`config.mk`:
```
export PLATFORM = sky130hd
export DESIGN_NAME = bsg_manycore_link_sdr_mux
export DESIGN_NICKNAME = d
export VERILOG_FILES = /design/src/rtl/bsg_manycore_link_sdr_mux.sv
export SDC_FILE = /design/constraint.sdc
export NUM_CORES = 1
export LEC_CHECK = 0
export ABC_CLOCK_PERIOD_IN_PS = 6600
export BUFFER_PORTS_ARGS = -buffer_cell sky130_fd_sc_hd__buf_4
export CAP_MARGIN = 20
export CORE_AREA = 5 5 139 208
export DETAILED_ROUTE_END_ITERATION = 8
export DIE_AREA = 0 0 144 213
export MAX_ROUTING_LAYER = met4
export SLEW_MARGIN = 20
export SYNTH_ARGS = -nofsm -noshare
export SYNTH_HDL_FRONTEND = slang
export SYNTH_SLANG_ARGS = --single-unit
```
`constraint.sdc`:
```
create_clock -name core_clk_i -period 6.6 [get_ports core_clk_i]
set_clock_uncertainty 0.2 [all_clocks]
set_input_delay 0.66 -clock core_clk_i [delete_from_list [all_inputs] [get_ports core_clk_i]]
set_output_delay 0.66 -clock core_clk_i [all_outputs]
set_load 0.03 [all_outputs]
```
`src/rtl/bsg_manycore_link_sdr_mux.sv`:
```
// bsg_manycore_link_sdr_mux
//
// Credit-based multiplexer that carries num_channels_p ready/valid streams
// over one shared SDR phit link on a single clock.
//   Outbound: round-robin arbitration over channels that are valid and
//     hold credit. The grant is combinational (core_yumi_o) and the phit
//     {chan_id, payload} is registered onto link_data_o/link_v_o.
//   Inbound: link phits are steered into per-channel FIFOs by chan_id.
//     Every 2**lg_credit_to_token_decimation_p dequeues on a channel
//     return one token pulse on link_token_o.
//
// Ports
//   core_clk_i, core_reset_i   clock, synchronous active-high reset
//   core_data_i/core_v_i       outbound payload/valid per channel
//   core_yumi_o                outbound accept (one-hot or zero)
//   core_data_o/core_v_o       inbound FIFO head/non-empty per channel
//   core_yumi_i                inbound dequeue per channel
//   link_data_o/link_v_o       outbound phit
//   link_token_i               credit tokens from the far side
//   link_data_i/link_v_i       inbound phit
//   link_token_o               token pulses to the far side
//   error_o                    sticky protocol error
//
// Optional feature: define BSG_LINK_SDR_MUX_CREDIT_CHECK_EN to build the
// protocol checker (out-of-range chan_id, enqueue into full FIFO, credit
// overflow) with credit saturation. Without it error_o is 0 and the
// credit counters wrap.

module bsg_manycore_link_sdr_mux #(
  parameter int width_p                         = 16,
  parameter int num_channels_p                  = 2,
  parameter int lg_fifo_depth_p                 = 3,
  parameter int lg_credit_to_token_decimation_p = 1,
  localparam int chan_id_width_lp = (num_channels_p > 1) ? $clog2(num_channels_p) : 1,
  localparam int link_width_lp    = chan_id_width_lp + width_p
) (
  input  logic                                core_clk_i,
  input  logic                                core_reset_i,

  input  logic [num_channels_p*width_p-1:0]   core_data_i,
  input  logic [num_channels_p-1:0]           core_v_i,
  output logic [num_channels_p-1:0]           core_yumi_o,

  output logic [num_channels_p*width_p-1:0]   core_data_o,
  output logic [num_channels_p-1:0]           core_v_o,
  input  logic [num_channels_p-1:0]           core_yumi_i,

  output logic [link_width_lp-1:0]            link_data_o,
  output logic                                link_v_o,
  input  logic [num_channels_p-1:0]           link_token_i,

  input  logic [link_width_lp-1:0]            link_data_i,
  input  logic                                link_v_i,
  output logic [num_channels_p-1:0]           link_token_o,

  output logic                                error_o
);

  localparam int fifo_depth_lp   = 1 << lg_fifo_depth_p;
  localparam int credit_width_lp = lg_fifo_depth_p + 1;
  localparam int dec_width_lp    = (lg_credit_to_token_decimation_p > 0)
                                   ? lg_credit_to_token_decimation_p : 1;
  localparam logic [dec_width_lp-1:0] dec_max_lp =
    dec_width_lp'((1 << lg_credit_to_token_decimation_p) - 1);
  localparam logic [credit_width_lp-1:0] credit_init_lp = credit_width_lp'(fifo_depth_lp);

`ifdef BSG_LINK_SDR_MUX_CREDIT_CHECK_EN
  // One spare bit so an overflow past the maximum can be seen and clamped.
  localparam int sum_width_lp = credit_width_lp + 1;
  localparam logic [sum_width_lp-1:0] credit_max_lp = sum_width_lp'(fifo_depth_lp);
`else
  localparam int sum_width_lp = credit_width_lp;
`endif
  localparam logic [sum_width_lp-1:0] token_inc_lp =
    sum_width_lp'(1 << lg_credit_to_token_decimation_p);

  // ---------------------------------------------------------------------
  // Outbound arbitration and credits
  // ---------------------------------------------------------------------
  logic [credit_width_lp-1:0]  credit_r    [num_channels_p];
  logic [credit_width_lp-1:0]  credit_next [num_channels_p];
  logic [sum_width_lp-1:0]     credit_sum  [num_channels_p];
  logic [chan_id_width_lp-1:0] rr_ptr_r;
  logic [num_channels_p-1:0]   eligible;
  logic [num_channels_p-1:0]   grant;
  logic                        grant_v;
  logic [chan_id_width_lp-1:0] grant_id;
  logic [width_p-1:0]          grant_data;
  logic                        link_v_r;
  logic [link_width_lp-1:0]    link_data_r;

  always_comb begin
    eligible = '0;
    for (int unsigned c = 0; c < num_channels_p; c++) begin
      eligible[c] = core_v_i[c] & (credit_r[c] != '0);
    end
  end

  // Scan channels starting at the pointer; the first eligible one wins.
  always_comb begin
    int unsigned cand;
    logic [chan_id_width_lp-1:0] cand_id;
    grant    = '0;
    grant_v  = 1'b0;
    grant_id = '0;
    cand     = 0;
    cand_id  = '0;
    for (int unsigned i = 0; i < num_channels_p; i++) begin
      cand    = (32'(rr_ptr_r) + i) % 32'(num_channels_p);
      cand_id = chan_id_width_lp'(cand);
      if (!grant_v && eligible[cand_id]) begin
        grant[cand_id] = 1'b1;
        grant_v        = 1'b1;
        grant_id       = cand_id;
      end
    end
  end

  always_comb begin
    grant_data = '0;
    for (int unsigned c = 0; c < num_channels_p; c++) begin
      if (grant[c]) grant_data = core_data_i[c*width_p +: width_p];
    end
  end

  assign core_yumi_o = grant;

  // Token and grant in the same cycle fold into a single net update.
  always_comb begin
    for (int unsigned c = 0; c < num_channels_p; c++) begin
      credit_sum[c] = sum_width_lp'(credit_r[c])
                    + (link_token_i[c] ? token_inc_lp : '0)
                    - sum_width_lp'(grant[c]);
    end
  end

`ifdef BSG_LINK_SDR_MUX_CREDIT_CHECK_EN
  logic [num_channels_p-1:0] credit_ovf;
  always_comb begin
    credit_ovf = '0;
    for (int unsigned c = 0; c < num_channels_p; c++) begin
      credit_ovf[c]  = credit_sum[c] > credit_max_lp;
      credit_next[c] = credit_ovf[c] ? credit_init_lp
                                     : credit_sum[c][credit_width_lp-1:0];
    end
  end
`else
  always_comb begin
    for (int unsigned c = 0; c < num_channels_p; c++) begin
      credit_next[c] = credit_sum[c];
    end
  end
`endif

  assign link_v_o    = link_v_r;
  assign link_data_o = link_data_r;

  // ---------------------------------------------------------------------
  // Inbound demux, FIFOs and token return
  // ---------------------------------------------------------------------
  logic [chan_id_width_lp-1:0] in_id;
  logic [width_p-1:0]          in_payload;
  logic                        in_range;
  logic [num_channels_p-1:0]   in_sel;

  assign in_id      = link_data_i[link_width_lp-1 -: chan_id_width_lp];
  assign in_payload = link_data_i[width_p-1:0];

  if ((1 << chan_id_width_lp) == num_channels_p) begin : g_full_range
    assign in_range = 1'b1;
  end else begin : g_part_range
    assign in_range = 32'(in_id) < 32'(num_channels_p);
  end

  logic [width_p-1:0]          fifo_mem_r [num_channels_p][fifo_depth_lp];
  logic [lg_fifo_depth_p:0]    wptr_r     [num_channels_p];
  logic [lg_fifo_depth_p:0]    rptr_r     [num_channels_p];
  logic [num_channels_p-1:0]   fifo_empty, fifo_full, enq, deq;
  logic [dec_width_lp-1:0]     dec_cnt_r  [num_channels_p];
  logic [num_channels_p-1:0]   link_token_r;

  always_comb begin
    in_sel     = '0;
    fifo_empty = '0;
    fifo_full  = '0;
    enq        = '0;
    deq        = '0;
    for (int unsigned c = 0; c < num_channels_p; c++) begin
      in_sel[c]     = link_v_i & in_range & (in_id == chan_id_width_lp'(c));
      fifo_empty[c] = wptr_r[c] == rptr_r[c];
      fifo_full[c]  = (wptr_r[c][lg_fifo_depth_p] != rptr_r[c][lg_fifo_depth_p])
                    && (wptr_r[c][lg_fifo_depth_p-1:0] == rptr_r[c][lg_fifo_depth_p-1:0]);
      enq[c]        = in_sel[c] & ~fifo_full[c];
      deq[c]        = core_yumi_i[c] & ~fifo_empty[c];
    end
  end

  always_comb begin
    core_data_o = '0;
    for (int unsigned c = 0; c < num_channels_p; c++) begin
      core_data_o[c*width_p +: width_p] = fifo_mem_r[c][rptr_r[c][lg_fifo_depth_p-1:0]];
    end
  end

  assign core_v_o     = ~fifo_empty;
  assign link_token_o = link_token_r;

  always_ff @(posedge core_clk_i) begin
    for (int unsigned c = 0; c < num_channels_p; c++) begin
      if (enq[c]) fifo_mem_r[c][wptr_r[c][lg_fifo_depth_p-1:0]] <= in_payload;
    end
  end

  always_ff @(posedge core_clk_i) begin
    if (core_reset_i) begin
      rr_ptr_r     <= '0;
      link_v_r     <= 1'b0;
      link_data_r  <= '0;
      link_token_r <= '0;
      for (int unsigned c = 0; c < num_channels_p; c++) begin
        credit_r[c]  <= credit_init_lp;
        wptr_r[c]    <= '0;
        rptr_r[c]    <= '0;
        dec_cnt_r[c] <= '0;
      end
    end else begin
      link_v_r <= grant_v;
      if (grant_v) begin
        link_data_r <= {grant_id, grant_data};
        rr_ptr_r    <= (grant_id == chan_id_width_lp'(num_channels_p - 1))
                       ? '0 : grant_id + 1'b1;
      end
      for (int unsigned c = 0; c < num_channels_p; c++) begin
        credit_r[c]     <= credit_next[c];
        link_token_r[c] <= deq[c] & (dec_cnt_r[c] == dec_max_lp);
        if (enq[c]) wptr_r[c] <= wptr_r[c] + 1'b1;
        if (deq[c]) begin
          rptr_r[c]    <= rptr_r[c] + 1'b1;
          dec_cnt_r[c] <= (dec_cnt_r[c] == dec_max_lp) ? '0 : dec_cnt_r[c] + 1'b1;
        end
      end
    end
  end

  // ---------------------------------------------------------------------
  // Protocol checker
  // ---------------------------------------------------------------------
`ifdef BSG_LINK_SDR_MUX_CREDIT_CHECK_EN
  logic error_r;
  always_ff @(posedge core_clk_i) begin
    if (core_reset_i) begin
      error_r <= 1'b0;
    end else if ((link_v_i & ~in_range) | (|(in_sel & fifo_full)) | (|credit_ovf)) begin
      error_r <= 1'b1;
    end
  end
  assign error_o = error_r;
`else
  assign error_o = 1'b0;
`endif

endmodule
```
==> reports/results.tsv, run 1 <==
metric	value	unit
run status	completed	
number of global-route vias before repair	6370	
placeable core region	26940	µm²
starting density of the core	44.26	%
largest net degree at the start of global routing	37	
FF+latch count, synth	303	
main combinational cell family by area after synthesis	multiplexers	
critical-path cell with the highest stage delay	mux4_2	
share of flip-flops with an asynchronous set or reset	0	%
proportion of layout cells with a drive suffix above 1	39.10	%
final layout net count	807	
total length of routed wires	24400	µm
post-synthesis to final-layout area growth	19.61	%
clk buf depth	3	
CTS clock-pin slew for the worst setup and hold paths	70	ps
maximum achievable frequency	0.2950	GHz
buffers inserted during post-CTS setup optimization	0	
area share of the largest cell type after synthesis	68.99	%
setup repair after global routing missed its margin	no	
share of the cycle needed by the critical path after routing	51.36	%
syn avg cell area	19.88	µm²
Horiz. Die Dim	144	µm
violation count after the first detailed-route iteration	389	
required time of the worst setup path	5740	ps
post-synthesis share of cell area spent on and, or, nand and nor gates	4.280	%
number of buffers created by CTS	28	
top library cells by usage in the layout, fill and taps aside	274 x edfxtp_1, 133 x buf_4, 64 x mux4_2, 32 x mux2_2, 31 x nor2_1	
Min-Delay Path Class	input pin to register	
number of cells upsized or downsized after cts	0	
hold bufs inserted after CTS	0	
kind of end point of the critical path	output port	
category of the most critical setup path	register to output port	
number of antenna-violating nets in the routed design	0	
post-synth cell types	37	
area leader, netlist	edfxtp_1	
commonest register cell after synthesis	edfxtp_1	
count of final hold-check violations	0	
mux share of post-synthesis cell area	15.11	%
Yosys warning count	0	
synthesized net count	672	
Cell Area, Synth	11930	µm²
final critical-path required period	3390	ps
full die area	30670	µm²
critical path fanouts, max	36	
CTS H-tree lvls	1	
fraction of the yosys area taken by sequential cells	73.86	%
count of final setup violators	0	
row count	74	
Final GP Congestion	0.7737	
First-pass DRT Iterations	4	
VDD IR max	0.2320	mV
final total negative setup slack	0	ps
HPWL after DPL	15020	µm
Crit path largest cell delay	590	ps
ports placed on the boundary	115	
global-route total usage across every layer	16.66	%
Fillers	2106	
count of flip-flops with a built-in enable after synthesis	274	
total global routing overflow	0	
Max Transition Viols Final	0	
mean number of vias per cell	5.386	
slew at the pin closest to its max-slew limit	1087	ps
height of the die	213	µm
Clk Tree Root Cell	clkbuf_16	
xor-xnor portion of the synthesized cell area	1.322	%
Most Frequent Cell on Critical Path	buf_4	
DRC viols	0	
first-pass GRT wire length	37400	µm
kind of start point of the critical path	register	
number of antenna repair diodes	0	
data arrival at the endpoint of the critical path	2530	ps
clock latency reported for the late side of the worst-skew pair	540	ps
worst path cell trace	buf_4 -> mux4_2 -> mux2_2 -> buf_4	
Pwr Density	357.8	nW/µm²
Post-Synthesis Cells	600	
remaining max-slew budget at the tightest pin	27.55	%
fraction of the mapped netlist area in adder cells	1.595	%
initial antenna violation count	0	
Routed wire per std cell	22.20	µm
total power consumption of the routed design	5.104	mW
clock tree from TritonCTS	done	
number of maximum-capacitance violations	0	
area fraction in compound gates after synthesis	2.067	%
Static Leak	4.920	nW
count of buffers inserted at the top-level ports	113	
Area contributors post-synth	edfxtp_1 69%, mux4_2 12%, dfxtp_1 4.9%	
total via count in the routed design	5919	
Num Clock Sinks	303	
most common cell after layout, fill and taps aside	edfxtp_1	
## worst max-delay path: cells and delay by family, from the launching register on
family | cells | cell delay, ps
mux | 2 | 900
flops | 1 | 340
buf+inv | 2 | 730
## state kept, by name, indices dropped and copies added, names as in the netlist
register	count
credit_r	8
dec_cnt_r	2
fifo_mem_r	256
link_data_o	17
link_token_o	2
link_v_o	1
rptr_r	8
rr_ptr_r	1
wptr_r	8
## report_power, final
part	internal (mW)	switching, mW
Combinational	0.486	0.580
Clock	1.08	0.695
Sequential	2.19	0.0713
## worst paths after layout
check | start | endpoint | slack (ps) | cells after the start
worst max-delay path | rptr_r[0][4] | core_data_o[28] | 3210 | 4
worst min register to register | link_data_o[16] | link_data_o[16] | 270 | 2
worst min-delay path | core_data_i[29] | link_data_o[13] | 140 | 2
worst max register to register | rptr_r[0][6] | fifo_mem_r[0][249] | 3750 | 5
## stage by stage
stage	hold WS (ps)	util (%)	instances	worst slack [ps]	cell area (µm²)
6_report	137.5	52.94	1099	3210	14260
5_1_grt	124.1	52.94	1099	3055	14260
4_1_cts	119.4	52.94	1099	3137	14260
3_5_place_dp	266.5	49.13	1047	3729	13240
3_3_place_gp	252.4	49.13	1047	3754	13240
2_1_floorplan	271.5	-	600	3667	11930
## logic make-up after synthesis
group                      after synthesis
and+or+nand+nor                         96
adders and majority gates               14
xor gates and xnor gates                18
buffers and inverters                   47
other                                    1
AOI/OAI and AO/OA                       25
DFF                                    303
muxes                                   96
## synth_stat cells, drive strengths merged, types with 2 or more instances
cell type and number:
and3 2, inv 19, clkbuf 11, nand2b 8, a41oi 2, dfxtp 29, nor2 31, a221o 16
nand3 4, a21oi 4, xor2 6, nand2 13, ha 12, mux4 64, edfxtp 274, and2 17
fa 2, nand4b 2, or2 3, nor3 6, xnor2 12, buf 17, nor2b 7, mux2 32
## routing by layer
metal  GRT usage [%]  share of wire (%)  up-vias
met2           29.81                 54      158
met5               -                  0        -
met3           2.510                5.0       35
met4           4.288                1.7        0
met1           19.66                 39     3070
li1                -                  -     2656
## final cells by class
cell class	instances	area [µm²]	area share [%]
Tap cell	342	427.9	3.000
Inverter	19	71.32	0.5000
Clock buffer	31	733.2	5.140
Timing Repair Buffer	133	998.5	6.999
Multi-Input combinational cell	250	2930	20.54
Clock inverter	21	295.3	2.070
Sequential cell	303	8808	61.75
Power figures use the tool's default switching activity.
==> run 2: changes to the inputs <==
ABC_CLOCK_PERIOD_IN_PS = 3100   (was 6600)
PLACE_DENSITY = 0.65   (was not set)
clock period = 3.1 ns   (was 6.6 ns; I/O delays follow)
==> run 2 against run 1 <==
Compared with the run above: worst setup slack worse by 3000 ps; sequential power is 110% higher; register-to-register slack worse by 3500 ps; wire length is 1.1% higher.
==> reports/results.tsv, run 2 (synthesis results as in run 1) <==
metric	value	unit	change
run status	completed		
category of the most critical setup path	register to register		
full die area	30670	µm²	unchanged
kind of end point of the critical path	register		
Routed wire per std cell	21.40	µm	-3.6%
Pwr Density	738.2	nW/µm²	+110%
data arrival at the endpoint of the critical path	3150	ps	+620 ps
setup repair after global routing missed its margin	no		
max FFs per register	256		unchanged
total via count in the routed design	6086		+2.8%
total global routing overflow	0		unchanged
total length of routed wires	24660	µm	+1.1%
CTS clock-pin slew for the worst setup and hold paths	70	ps	about the same
required time of the worst setup path	3370	ps	-2370 ps
count of final setup violators	0		unchanged
First-pass DRT Iterations	4		unchanged
post-synthesis to final-layout area growth	24.15	%	
worst setup slack after placement	474.9	ps	-3254 ps
clk buf depth	3		unchanged
Final GP Congestion	0.8126		+5.0%
Final Worst Setup Slack	222.2	ps	-2988 ps
Horiz. Die Dim	144	µm	unchanged
final layout net count	862		+6.8%
critical path fanouts, max	16		-56%
final core utilization	54.96	%	+2.0 points
count of buffers inserted at the top-level ports	113		unchanged
HPWL after DPL	15000	µm	-0.12%
Clk Tree Root Cell	clkbuf_16		
clock tree from TritonCTS	done		
kind of start point of the critical path	register		
maximum achievable frequency	0.3475	GHz	
number of antenna-violating nets in the routed design	0		unchanged
clock latency reported for the late side of the worst-skew pair	530	ps	about the same
Fillers	1988		-5.6%
share of the cycle needed by the critical path after routing	92.83	%	
count of final hold-check violations	0		unchanged
Num Clock Sinks	303		unchanged
DRC viols	0		unchanged
placeable core region	26940	µm²	unchanged
buffers inserted during post-CTS setup optimization	0		unchanged
row count	74		unchanged
initial antenna violation count	0		unchanged
VDD IR max	0.6115	mV	+160%
mean number of vias per cell	5.283		-1.9%
slew at the pin closest to its max-slew limit	810.5	ps	-276.3 ps
height of the die	213	µm	unchanged
first-pass GRT wire length	38140	µm	+2.0%
number of maximum-capacitance violations	0		unchanged
remaining max-slew budget at the tightest pin	45.97	%	+18 points
most common cell after layout, fill and taps aside	edfxtp_1		
Static Leak	5.175	nW	+5.2%
top library cells by usage in the layout, fill and taps aside	274 x edfxtp_1, 135 x buf_4, 64 x mux4_2, 52 x dlygate4sd3_1, 32 x mux2_2		
number of global-route vias before repair	6626		+4.0%
violation count after the first detailed-route iteration	374		-3.9%
CTS H-tree lvls	1		unchanged
proportion of layout cells with a drive suffix above 1	36.67	%	-2.4 points
final total negative setup slack	0	ps	unchanged
global-route total usage across every layer	16.94	%	+0.28 points
ports placed on the boundary	115		unchanged
final critical-path required period	2878	ps	
Max Transition Viols Final	0		unchanged
number of buffers created by CTS	27		-3.6%
number of antenna repair diodes	0		unchanged
Min-Delay Path Class	input pin to register		
starting density of the core	44.26	%	unchanged
largest net degree at the start of global routing	37		unchanged
## run 2: what timing repair did
| item | 4_1_cts | 5_1_grt |
|---|---|---|
| gates resized for setup | 0 | 0 |
| endpoints found under the hold margin | 282 | 0 |
| hold buffers | 52 | 0 |
## run 2: final cells by class
type                       instances  area (µm²)  area share [%]
inverter                          19       71.32          0.4817
multi-input combinational        250        2930           19.79
clock buffer                      28       679.4           4.588
tap                              342       427.9           2.890
clock inverter                    21       315.3           2.129
timing repair buffer             189        1574           10.63
sequential                       303        8808           59.49
## run 2: routing by layer
metal,GRT usage [%],up-vias,part of all wire (%)
met5,-,-,0
met4,4.971,0,2.3
met3,2.017,36,5.3
met2,30.34,175,54
met1,20.02,3111,38
li1,-,2764,-
## run 2: path summary, 6_finish.rpt
| kind | startpoint | to | slack, ps | cells past startpoint |
|---|---|---|---|---|
| worst max-delay path | credit_r[0][6] | link_data_o[4] | 220 | 7 |
| worst min-delay path | core_yumi_i[1] | link_token_o[1] | 40 | 3 |
| worst min register to register | link_data_o[16] | link_data_o[16] | 270 | 2 |
| worst max register to register | credit_r[0][6] | link_data_o[4] | 220 | 7 |
## run 2: per-stage QoR
stage	cell area, µm²	total power [mW]	instances	hold WS (ps)
detailed placement	13290	7.258	1051	262.3
global placement	13290	7.188	1051	256.7
global route	14810	11.40	1152	37.14
CTS	14810	11.05	1152	7.885
floorplan	11930	6.467	600	181.6
finish	14810	10.93	1152	35.88
## run 2: worst max-delay path, cell delays in order, from the launching register on
cell and delay, ps:
dfxtp_1 330, inv_1 60, ha_1 130, or3b_4 400, a2111oi_4 740, and2_2 270, a221o_1 110, dlygate4sd3_1 570
## run 2: where the power goes
group	switching (mW)	leakage, nW	internal (mW)
Clock	1.44	0.476	2.26
Combinational	1.31	1.95	1.14
Sequential	0.109	2.75	4.67
